[src/rtl/cnn_pkg.sv]
// Shared CNN datapath widths and helpers.
// An 8-bit unsigned pixel times an 8-bit signed weight fits in a 17-bit signed product.
package cnn_pkg;

    localparam int PIX_W  = 8;
    localparam int WGT_W  = 8;
    localparam int PROD_W = 17;

    // Sum width that can hold n full-scale products without overflow.
    function automatic int sum_w(input int n);
        return PROD_W + $clog2(n);
    endfunction

    // Multiply a pixel (zero-extended to 9 bits, so it stays non-negative)
    // by a signed weight.
    function automatic logic [PROD_W-1:0] pix_mul(input logic [PIX_W-1:0] pix,
                                                  input logic [WGT_W-1:0] wgt);
        logic signed [PIX_W:0]    p;
        logic signed [WGT_W-1:0]  w;
        logic signed [PROD_W-1:0] r;
        p = {1'b0, pix};
        w = wgt;
        r = p * w;
        return r;
    endfunction

endpackage

[src/rtl/mac_adder_tree.sv]
// Combinational signed reduction of N products into a full-precision sum.
// Each product is sign-extended to SUM_W before accumulating, so the sum cannot wrap.
module mac_adder_tree
    import cnn_pkg::*;
#(
    parameter int N     = 9,
    parameter int SUM_W = 21
) (
    input  logic [N-1:0][PROD_W-1:0] prods,
    output logic [SUM_W-1:0]         sum
);

    logic [N-1:0][SUM_W-1:0] prods_ext;
    logic [SUM_W-1:0]        acc;

    // Sign-extend every product to the sum width, then add them together.
    always_comb begin
        acc = '0;
        for (int k = 0; k < N; k++) begin
            prods_ext[k] = {{(SUM_W-PROD_W){prods[k][PROD_W-1]}}, prods[k]};
            acc          = acc + prods_ext[k];
        end
    end

    assign sum = acc;

endmodule

[src/rtl/window_mac.sv]
// window_mac: multiplies a sliding pixel window by a shifted-in weight set.
// Latency is 2 clocks: stage 1 registers the products, stage 2 registers the sum.
// Optional build macro WINDOW_MAC_RELU_EN clamps negative sums to 0 at stage 2.
module window_mac
    import cnn_pkg::*;
#(
    parameter int P_SR_DEPTH  = 3,
    parameter int NUM_SR_ROWS = 3
) (
    input  logic                                                clock,
    input  logic                                                reset,
    input  logic                                                shift_valid,
    input  logic [PIX_W*P_SR_DEPTH*NUM_SR_ROWS-1:0]             p_window_in,
    input  logic                                                weight_load,
    input  logic [WGT_W-1:0]                                    weight_in,
    output logic                                                weights_ready,
    output logic                                                mac_valid,
    output logic [sum_w(P_SR_DEPTH*NUM_SR_ROWS)-1:0]            mac_out
);

    localparam int N      = P_SR_DEPTH * NUM_SR_ROWS;
    localparam int SUM_W  = sum_w(N);
    localparam int CNT_W  = $clog2(N + 1);
    localparam int STAGES = 2;

    logic [N-1:0][WGT_W-1:0]  wgt_d, wgt_q;
    logic [CNT_W-1:0]         wcnt_d, wcnt_q;
    logic [CNT_W-1:0]         fill_d, fill_q;
    logic [N-1:0][PROD_W-1:0] prod_d, prod_q;
    logic [SUM_W-1:0]         mac_d, mac_q;
    logic [STAGES-1:0]        vld_pipe_d, vld_pipe_q;
    logic [SUM_W-1:0]         tree_sum;
    logic                     win_full;
    logic                     strobe;

    assign weights_ready = (wcnt_q == CNT_W'(N));
    // The window counts as full when this cycle's shift brings fill up to N.
    assign win_full      = (fill_q >= CNT_W'(N - 1));
    // A coincident weight load changes the weight set mid-window, so that window is dropped.
    assign strobe        = shift_valid & win_full & weights_ready & ~weight_load;

    // Weight shift chain and the two saturating counters.
    always_comb begin
        wgt_d  = wgt_q;
        wcnt_d = wcnt_q;
        fill_d = fill_q;
        if (weight_load) begin
            wgt_d[0] = weight_in;
            for (int k = 1; k < N; k++) begin
                wgt_d[k] = wgt_q[k-1];
            end
            if (wcnt_q != CNT_W'(N)) begin
                wcnt_d = wcnt_q + 1'b1;
            end
        end
        if (shift_valid && (fill_q != CNT_W'(N))) begin
            fill_d = fill_q + 1'b1;
        end
    end

    // Stage 1: capture per-tap products only for windows that will produce a result.
    always_comb begin
        prod_d = prod_q;
        if (strobe) begin
            for (int k = 0; k < N; k++) begin
                prod_d[k] = pix_mul(p_window_in[k*PIX_W +: PIX_W], wgt_q[k]);
            end
        end
    end

    mac_adder_tree #(
        .N     (N),
        .SUM_W (SUM_W)
    ) u_tree (
        .prods (prod_q),
        .sum   (tree_sum)
    );

    // Stage 2: register the sum when stage 1 holds a live window, otherwise hold.
    always_comb begin
        vld_pipe_d = {vld_pipe_q[STAGES-2:0], strobe};
        mac_d      = mac_q;
        if (vld_pipe_q[0]) begin
`ifdef WINDOW_MAC_RELU_EN
            mac_d = tree_sum[SUM_W-1] ? '0 : tree_sum;
`else
            mac_d = tree_sum;
`endif
        end
    end

    // All state clears asynchronously, which also discards in-flight results.
    always_ff @(posedge clock or negedge reset) begin
        if (!reset) begin
            wgt_q      <= '0;
            wcnt_q     <= '0;
            fill_q     <= '0;
            prod_q     <= '0;
            mac_q      <= '0;
            vld_pipe_q <= '0;
        end else begin
            wgt_q      <= wgt_d;
            wcnt_q     <= wcnt_d;
            fill_q     <= fill_d;
            prod_q     <= prod_d;
            mac_q      <= mac_d;
            vld_pipe_q <= vld_pipe_d;
        end
    end

    assign mac_out   = mac_q;
    assign mac_valid = vld_pipe_q[STAGES-1];

endmodule

[config.mk]
export PLATFORM = sky130hd
export DESIGN_NAME = window_mac
export DESIGN_NICKNAME = d
export VERILOG_FILES = /design/src/rtl/cnn_pkg.sv /design/src/rtl/mac_adder_tree.sv /design/src/rtl/window_mac.sv
export SDC_FILE = /design/constraint.sdc
export NUM_CORES = 2
export LEC_CHECK = 0
export CAP_MARGIN = 20
export CORE_AREA = 2 2 301 228
export CTS_BUF_LIST = sky130_fd_sc_hd__clkbuf_4
export DETAILED_ROUTE_END_ITERATION = 8
export DIE_AREA = 0 0 303 230
export PLACE_DENSITY = 0.71
export SLEW_MARGIN = 20
export SYNTH_ARGS = -nofsm -noshare
export SYNTH_HDL_FRONTEND = slang
export SYNTH_HIERARCHICAL = 1
export SYNTH_SLANG_ARGS = --single-unit
[constraint.sdc]
create_clock -name clock -period 12.3 [get_ports clock]
set_input_delay 2.46 -clock clock [delete_from_list [all_inputs] [get_ports clock]]
set_output_delay 2.46 -clock clock [all_outputs]
set_load 0.02 [all_outputs]
==> metrics.txt <==
Util after Layout=53.9%; Final Setup Violations=0; Synth Area per Inst=9.51 um^2; Inst Count DP=4407; DR WL/cell=16.4 um; Hold Fails Final Rpt=0; full die area=69700 um^2; post-DR vias/cell=5.18; Slew headroom=35.5%; TritonRoute pass-1 iters=7; area of the multi-input gates=23800 um^2; Top Ports=107; Synth Register Bits=256; worst-path maximum fanout=8; cells after synthesis=3482; Fmax=161 MHz; GRT Total Usage=22.5%; hold path cells=2; top-count cell post-synth=inv_1; H-tree depth=3; R2R setup slack=7.42 ns; setup TNS=0 ns; Yosys cell types=52; worst clock skew=0.0484 ns; Pins Over Slew Limit=0; FFs w/ async S/R, synth=100%; syn_nets=4434; via count of the first global-routing pass=24.0k; Placer Congestion=0.871; actual slew at the worst max-slew pin=0.967 ns; Mapped Area=33100 um^2; Max clock buf depth=3; Initial DRC Count=1309; Clk Latency, worst-skew pair=0.83 ns; via count=23.5k; post-synthesis sequential area ratio=19.4%; commonest register cell after synthesis=dfrtp_1; antenna violations before repair=2; fin crit share=50.4%; status=complete, but fails checks; die width=303 um; total grt overflow=0; Fill cells=5943; worst hold margin=0.478 ns; WL final=74700 um; Root Driver=clkbuf_4; first-pass GRT wire length=125000 um; Layout area overhead=8.36%; crit path launch type=input port; Post-synth EDFFs=0; Post-CTS Hold Buffers=0; clk sinks=256; unrepaired setup endpoints after global routing=false; Critical Path RT=12.98 ns; CTS tree=built; Crit Path Class=in -> reg; synth warn=6; placed wire-length estimate=60300 um; most instantiated cells after synthesis=660 x inv_1, 473 x nand2_1, 455 x fa_1; Nets=4556; Clock Pin Slew Worst Setup and Hold Paths=0.06 ns; Die Span Y=230 um; fin crit period=6.20 ns; Starting Density=49.7%; CORE AREA=66600 um^2; remaining antenna violation count=0; post-CTS sizing=0; CTS Buf Count=77; Synth area leaders=fa_1 28%, dfrtp_1 19%, ha_1 16%, inv_1 7.5%, and2_1 7.0%; failing checks=design-rule violations; # Post-CTS Setup Buffers=0; Rows=82; CP Capture Type=register; Yosys top cell by area=fa_1; post-synth top area share=27.5%; Post-Layout Cell Count=4540; fraction of layout cells with a size suffix above 1=6.54%; IO buf count=106; Hold Path Class=reg -> reg; largest net degree at the start of global routing=96; area occupied by registers=6410 um^2; DRC errors left=7; worst r2r path cells=14; Max Cap Violations=0; arrival time of the worst setup path=6.89 ns
-- logic make-up after synthesis --
family	after synthesis	synth area share, %
simple gates	1022	15.5
compound gates	405	7.45
flops	256	19.4
xor+xnor	106	2.80
fa+ha+maj	868	43.1
buf+inv	732	8.67
mux	93	3.14
-- worst paths after layout --
check                                  startpoint                 endpoint
min in group asynchronous                   reset    fill_q[1]$_DFFE_PN0P_
max in group asynchronous                   reset   prod_q[40]$_DFFE_PN0P_
min                        prod_q[70]$_DFFE_PN0P_   prod_q[70]$_DFFE_PN0P_
min reg2reg                prod_q[70]$_DFFE_PN0P_   prod_q[70]$_DFFE_PN0P_
max reg2reg                 prod_q[2]$_DFFE_PN0P_  mac_out[18]$_DFFE_PN0P_
max                               p_window_in[21]   prod_q[48]$_DFFE_PN0P_
-- critical path, stage by stage --
cell and delay (ns):
clkdlybuf4s50_1 0.64, nand2_1 0.13, fa_1 0.55, fa_1 0.55
inv_1 0.05, fa_1 0.47, inv_1 0.05, fa_1 0.48
inv_1 0.04, ha_1 0.34, o211ai_1 0.11, a21oi_1 0.22
o21ai_0 0.22, and4_1 0.25, or3_1 0.33
-- layout by cell type (no fill, tap or decap), types with 6 or more instances in the layout --
cell,instances
nor2_1,52
or3_1,6
nand2b_1,40
a21o_1,39
nor4_1,6
and2_1,373
clkdlybuf4s50_1,104
mux2_2,86
dfrtp_1,256
nor2b_1,11
clkinv_1,16
a21oi_1,107
a21boi_0,9
o311ai_1,6
and4_1,6
buf_4,8
o21ai_1,18
fa_1,455
a211oi_1,12
inv_1,659
o211ai_1,31
nand4_1,17
o21ai_0,124
nor3_2,6
nand2_1,473
a22oi_1,6
xnor2_1,41
mux2i_1,7
a31oi_1,22
ha_1,413
and3_1,16
clkinv_2,8
clkbuf_4,101
nand3_1,12
a31o_2,13
xor2_1,65
-- metal layers --
layer | vias up | global-route usage, % | part of all wire, %
met4 | 0 | 4.28 | 1.3
met2 | 545 | 33.3 | 43
li1 | 11200 | - | -
met1 | 11700 | 34.7 | 50
met3 | 69 | 3.85 | 5.9
met5 | - | 0 | 0
-- state kept, by name, summed over array words and instances (netlist names) --
name,cells
fill_q,4
wgt_q,72
prod_q,153
mac_out,21
wcnt_q,4
vld_pipe_q,2
-- area by class of cell --
cell class                 instances  share of cell area, %
sequential                       256                   17.9
inverter                         662                   6.93
antenna                            3                 0.0209
timing repair buffer             113                   3.11
tap                              882                   3.08
multi-input combinational       2494                   66.4
clock inverter                    29                  0.471
clock buffer                     101                   2.11
-- through the flow --
| stage | cell area [um^2] | setup slack, ns |
|---|---|---|
| after CTS | 35900 | 6.17 |
| final | 35900 | 6.10 |
| after global placement | 34900 | 5.33 |
| after global routing | 35900 | 5.82 |
| after floorplan | 33100 | 6.13 |
| after detailed placement | 34900 | 5.28 |
Power is not shown: default switching activity piles up to over one toggle a cycle in this logic, so the estimate is an artifact.
